## src/rtl/fir_output_checker_pkg.sv

```systemverilog
// ---------------------------------------------------------------------------
// fir_output_checker_pkg
// Shared definitions for the FIR output checker: run-state encoding and the
// default widths/depths used by the checker top and its skew FIFOs.
// No ports (package).
// ---------------------------------------------------------------------------
package fir_output_checker_pkg;

  localparam int DW_DEF       = 22;   // filter output sample width
  localparam int AW_DEF       = 8;    // sample index width
  localparam int NSAMP_DEF    = 256;  // samples compared per run
  localparam int SKEW_MAX_DEF = 8;    // alignment FIFO depth

  typedef enum logic [1:0] {
    IDLE = 2'd0,
    RUN  = 2'd1,
    DONE = 2'd2
  } chk_state_e;

endpackage

```

## src/rtl/fir_output_checker_skew_fifo.sv

```systemverilog
// ---------------------------------------------------------------------------
// fir_output_checker_skew_fifo
// Small synchronous FIFO that absorbs the latency skew between the two FIR
// output streams. Pointers carry one extra wrap bit so full/empty are exact.
// A push while full is accepted only when a pop happens on the same edge.
//
// Ports:
//   clk    in   clock, rising edge
//   rstn   in   asynchronous active-low reset (FIFO empty)
//   clr    in   synchronous flush, wins over push/pop
//   push   in   write wdata this cycle
//   wdata  in   DW-bit sample
//   pop    in   drop the head entry this cycle
//   rdata  out  current head entry (valid when !empty)
//   full   out  DEPTH entries stored
//   empty  out  no entries stored
// ---------------------------------------------------------------------------
module fir_output_checker_skew_fifo
  import fir_output_checker_pkg::*;
#(
  parameter int DW    = DW_DEF,
  parameter int DEPTH = SKEW_MAX_DEF
) (
  input  logic          clk,
  input  logic          rstn,
  input  logic          clr,
  input  logic          push,
  input  logic [DW-1:0] wdata,
  input  logic          pop,
  output logic [DW-1:0] rdata,
  output logic          full,
  output logic          empty
);

  localparam int PW = $clog2(DEPTH);
  localparam logic [PW:0] PTR_ONE = {{PW{1'b0}}, 1'b1};

  logic [DW-1:0] mem_q [DEPTH];
  logic [PW:0]   wptr_q;
  logic [PW:0]   rptr_q;
  logic          doPush;
  logic          doPop;

  assign empty  = (wptr_q == rptr_q);
  assign full   = (wptr_q[PW] != rptr_q[PW]) && (wptr_q[PW-1:0] == rptr_q[PW-1:0]);
  assign doPop  = pop && !empty;
  // A full FIFO can still take a write when the head leaves on the same edge.
  assign doPush = push && (!full || doPop);
  assign rdata  = mem_q[rptr_q[PW-1:0]];

  // Pointer bookkeeping; a flush simply re-aligns both pointers.
  always_ff @(posedge clk or negedge rstn) begin
    if (!rstn) begin
      wptr_q <= '0;
      rptr_q <= '0;
    end else if (clr) begin
      wptr_q <= '0;
      rptr_q <= '0;
    end else begin
      if (doPush) wptr_q <= wptr_q + PTR_ONE;
      if (doPop)  rptr_q <= rptr_q + PTR_ONE;
    end
  end

  // Storage needs no reset: entries are only read once the pointers say so.
  always_ff @(posedge clk) begin
    if (doPush && !clr) mem_q[wptr_q[PW-1:0]] <= wdata;
  end

endmodule

```

## config.mk

```make
export PLATFORM = sky130hd
export DESIGN_NAME = fir_output_checker_skew_fifo
export DESIGN_NICKNAME = d
export VERILOG_FILES = /design/src/rtl/fir_output_checker_pkg.sv /design/src/rtl/fir_output_checker_skew_fifo.sv
export SDC_FILE = /design/constraint.sdc
export NUM_CORES = 1
export LEC_CHECK = 0
export BUFFER_PORTS_ARGS = -buffer_cell sky130_fd_sc_hd__buf_2
export CORE_UTILIZATION = 36
export CTS_BUF_LIST = sky130_fd_sc_hd__clkbuf_16
export CTS_CLUSTER_DIAMETER = 150
export DETAILED_ROUTE_END_ITERATION = 16
export SYNTH_ARGS = -nofsm -noshare
export SYNTH_HDL_FRONTEND = slang
export SYNTH_SLANG_ARGS = --single-unit
export TNS_END_PERCENT = 10
```

## constraint.sdc

```tcl
create_clock -name clk -period 9.7 [get_ports clk]
set_input_delay 1.455 -clock clk [delete_from_list [all_inputs] [get_ports clk]]
set_output_delay 1.455 -clock clk [all_outputs]
set_load 0.005 [all_outputs]
```

After elaboration in Yosys (flattened, before gate mapping)
Memory sizes are Yosys's and may differ from the RTL's.
Index checks and enable logic that the tools add are counted.
{ "totals": {"register_bits": 8, "mem_bits_rw": 176, "memories": 1} }
{ "mem_list": {"columns": ["memory", "depth", "word_bits", "rd", "rd_clocked_by_memory_dff", "wr", "line", "rtl"], "rows": [
  ["mem_q", 8, 22, 1, 0, 1, "fir_output_checker_skew_fifo.sv:38", "logic [DW-1:0] mem_q [DEPTH];"]
]} }
{ "op_classes": {"add_sub_neg": 2, "n_eq_ne": 3, "n_mux": 6, "n_reduce_logical": 10} }
{ "ops": {"columns": ["op", "count"], "rows": [
  ["two-way mux 4 bit", 4],
  ["adder 4 x 1 -> 4 bit, second input constant", 2],
  ["== test 4 bit", 1],
  ["logical AND 1 bit", 4],
  ["nonzero test 2 bit", 2],
  ["== test 3 bit", 1],
  ["logical NOT 1 bit", 3],
  ["two-way mux 1 bit", 2],
  ["logical OR 1 bit", 1],
  ["inequality test 1 bit", 1]
]} }

Logic depth before layout (Yosys ltp)
{ "depth": {"ltp_word": 8, "mapped_depth": 6, "depth_no_buf": 5} }

Least setup slack after synthesis
Ideal clock, no wire load.
{ "synth_timing": {"kind": "input port to flip-flop", "start": "in clr", "end": "mem mem_q[0][0] in the netlist's numbering (enable)", "setup_ps": 457, "arrival_ps": 4106, "required_ps": 9243, "path_slack_ps": 5137, "path_stages": 3, "path_cell_list": "clkbuf_1 or2_2 nor4_1"} }
{ "synth_between": {"elab_chain_cells": 4} }
{ "synth_lines": {"columns": ["element", "line", "rtl"], "rows": [
  ["from (decl)", "fir_output_checker_skew_fifo.sv:26", "input logic clr,"],
  ["logical NOT 1 bit", "fir_output_checker_skew_fifo.sv:67", "if (doPush && !clr) mem_q[wptr_q[PW-1:0]] <= wdata;"],
  ["logical AND 1 bit", "fir_output_checker_skew_fifo.sv:67", null],
  ["two-way mux 1 bit", "fir_output_checker_skew_fifo.sv:67", null],
  ["two-way mux 1 bit (implied by the code)", "fir_output_checker_skew_fifo.sv:67", null],
  ["to (decl)", "fir_output_checker_skew_fifo.sv:38", null]
]} }
Every way passes these cells.

Worst setup path after layout
{ "layout_timing": {"start": "reg rptr_q[0]", "end": "out rdata[2]"} }
{ "layout_between": {"elab_chain_cells": 1} }
{ "layout_lines": {"columns": ["element", "line", "rtl"], "rows": [
  ["from (decl)", "fir_output_checker_skew_fifo.sv:40", "logic [PW:0] rptr_q;"],
  ["from (signal assigned)", "fir_output_checker_skew_fifo.sv:61", "if (doPop) rptr_q <= rptr_q + PTR_ONE;"],
  ["memory (8 x 22 bit)", null, null],
  ["to (decl)", "fir_output_checker_skew_fifo.sv:30", "output logic [DW-1:0] rdata,"]
]} }
Every way passes these cells.

==> impl_metrics.yaml <==
timing:
  max_clock_freq_mhz: 248
  slew_viol_final: 0
  slew-limit-headroom_pct: 25.6
  hold_violations: 0
  setup_viol: 0
  finClkSkew_ns: 0.00593
  worst_pin_slew_ns: 1.11
  rsz0062_at_grt: "false"
  finalSetupTns_ns: 0
  shortest_period_the_worst_path_allows_ns: 4.03
  final_min_period_over_clock_period_pct: 41.6
detailed_routing:
  drtPass1Iterations: 4
  route.detailed.vias_per_inst: 5.08
  vias_after_detailed_routing: 3429
  drtIter0Drc: 241
  wirelength_mm: 13.6
  wl_per_cell_um: 20.1
  remaining_drc_errors: 0
  number_of_antenna_violating_nets_in_the_routed_design: 0
clock_network:
  worstSkewPairLatency_ns: 0.43
  cts_tree: "yes"
  clk_root_buffer_cell: "sky130_fd_sc_hd__clkbuf_16"
  cts_resized: 0
  cts.sink_count: 184
  postCtsSetupRepairBufs: 0
  clock_tree.htree_level_count: 4
  ctsLongestPathBuffers: 2
  postCtsHoldBufs: 0
  cts_buffers: 17
  clk_transition_reported_paths_ns: 0.06
power_and_ir_drop:
  peak_ir_drop_on_the_vdd_network_uv: 136
  power.density_cell_area_mw_per_mm2: 226
  cellLeakagePower_nw: 2.73
  power_mw: 1.91
worst_setup_path:
  worstPathCellList: "buf_4 -> mux4_2 -> mux2_2 -> buf_2"
  crit_fanout: 48
  timing.critical_path.slowest_stage_cell: "sky130_fd_sc_hd__buf_4"
  worstSetupEndpoint: "rdata[2]"
  reg2regPathDepth: 6
  cp_slowest_stage_delay_ns: 0.73
  worstSetupEndpointType: "output port"
  worst-path-stages: 4
  timing_worst_setup_path_type: "register to output port"
  critical_path_buf_inv_count: 2
  cp_top_family: "multiplexers"
  r2r_setup_slack_ns: 6.24
  setup.worst_path.start: "rptr_q[0]"
  crit_required_ns: 8.25
  startpoint_type: "register"
  r2r-start: "rptr_q[0]"
  crit_arrival_ns: 2.58
  regToRegEndpoint: "mem_q[3][13]"
layout:
  layout_common_cells: "sky130_fd_sc_hd__edfxtp_1 (176), sky130_fd_sc_hd__buf_2 (50), sky130_fd_sc_hd__mux4_2 (44), sky130_fd_sc_hd__mux2_2 (22), sky130_fd_sc_hd__clkbuf_16 (17)"
  layout.filler_cells: 1714
  area_delta_synth_final_pct: 17.3
  utilization_pct: 43.2
  antenna-diode-count: 0
  layout_cell_share_with_drive_strength_beyond_1_pct: 41.2
  final_net_count: 426
  number_of_standard_cells_in_the_layout_taps_in_and_fillers_out: 675
  mostFrequentLayoutCell: "sky130_fd_sc_hd__edfxtp_1"
  design_area_mm2: 0.00844
synthesis:
  synthesis_warning_total: 0
  synth_cell_types: 32
  asr_flop_ratio_synth_pct: 4.35
  synth_edf_count: 176
  synthesis.nets: 360
  synth.avg_cell_area_um2: 21.7
  syn-cell-area_mm2: 0.00720
  dominantRegCellSynth: "sky130_fd_sc_hd__edfxtp_1"
  ys_seq_elements: 184
  synth_sequential_area_ratio_pct: 76.2
  postSynthCellCount: 331
grt:
  first_global_vias: 3543
  antenna_found_initial: 0
  track_usage_pct: 14.5
  grt_max_degree: 52
  grt_first_pass_wirelength_mm: 20.9
  grt_overflow: 0
die:
  start_util_pct: 36.9
  die_height_um: 143
  core.rowCount: 51
  fp.dieArea_mm2: 0.0206
  die_width_um: 143
  number_of_top_level_pins: 51
  core_area_mm2: 0.0195
place:
  dpl.hpwl_mm: 7.93
  numPortBuffers: 50
  placed_cells: 643
  gpl.final_weighted_congestion: 0.689
  placedInstanceArea_mm2: 0.00786
hold_path:
  timing.hold.worst.start: "wptr_q[3]"
  timing.hold.worst.class: "register to register"
run_status:
  outcome: "finished clean"
run:
  timing.max_cap.violations: 0
## power by group
| group | internal (mW) | switching, mW |
|---|---|---|
| Clock | 0.401 | 0.277 |
| Sequential | 0.892 | 0.00808 |
| Combinational | 0.176 | 0.155 |
| Total | 1.47 | 0.440 |
## flip-flops by register name, summed over array words and instances, names as in the netlist
signal,cells
mem_q,176
rptr_q,4
wptr_q,4
## layout make-up
class                      instances  area, µm²  area share (%)
clock buffer                      17        425            5.04
clock inverter                    15        160            1.90
inverter                           3       11.3           0.133
multi-input combinational        127       1670            19.8
sequential                       184       5490            65.0
tap                              265        332            3.93
timing repair buffer              64        355            4.21
## routing by layer
metal	GRT usage, %	vias to the layer above	share of wire, %
li1	-	1509	-
met1	18.9	1818	44
met2	22.7	77	49
met3	3.97	25	4.5
met4	6.27	0	2.0
met5	0	-	0
## Yosys cell counts (3+ instances only)
master	instances	area share, %
sky130_fd_sc_hd__a21oi_1	5	0.35
sky130_fd_sc_hd__buf_2	8	0.56
sky130_fd_sc_hd__clkbuf_1	7	0.37
sky130_fd_sc_hd__dfrtp_1	8	2.8
sky130_fd_sc_hd__edfxtp_1	176	73
sky130_fd_sc_hd__inv_1	3	0.16
sky130_fd_sc_hd__mux2_2	22	3.4
sky130_fd_sc_hd__mux4_2	44	14
sky130_fd_sc_hd__nand2_1	4	0.21
sky130_fd_sc_hd__nand2b_1	4	0.35
sky130_fd_sc_hd__nand3_1	3	0.21
sky130_fd_sc_hd__nor2_1	7	0.37
sky130_fd_sc_hd__nor3_1	7	0.49
sky130_fd_sc_hd__nor4_1	3	0.26
sky130_fd_sc_hd__o21ai_0	3	0.21
sky130_fd_sc_hd__or3_1	3	0.26
sky130_fd_sc_hd__xor2_1	5	0.61
## worst register-to-register path: cells and delay by family (launching register included)
family,cells,cell delay (ns)
xor gates and xnor gates,1,0.35
and+or+nand+nor,3,1.32
DFF,1,0.34
buffers and inverters,2,1.13
## cells by family after synthesis
logic type / synth area share [%]
flops: 76.2
mux: 17.5
simple gates: 2.73
buf+inv: 1.20
compound gates: 1.30
xor+xnor: 0.730
fa+ha+maj: 0.348
## metrics by stage
stage          setup WS, ns  hold WS (ns)
2_1_floorplan          5.14         0.565
6_report               5.67         0.620
5_1_grt                5.46         0.667
3_5_place_dp           6.05         0.620
4_1_cts                5.59         0.629
3_3_place_gp           6.05         0.584
## worst min path at each step
stage / to / slack (ns) / cells past startpoint
4_1_cts: rptr_q[3] / 0.63 / 2
3_3_place_gp: rptr_q[3] / 0.58 / 2
5_1_grt: wptr_q[3] / 0.67 / 2
2_1_floorplan: wptr_q[3] / 0.56 / 2
6_report: wptr_q[3] / 0.62 / 2
3_5_place_dp: rptr_q[3] / 0.62 / 2
(Power assumes the default switching activity.)
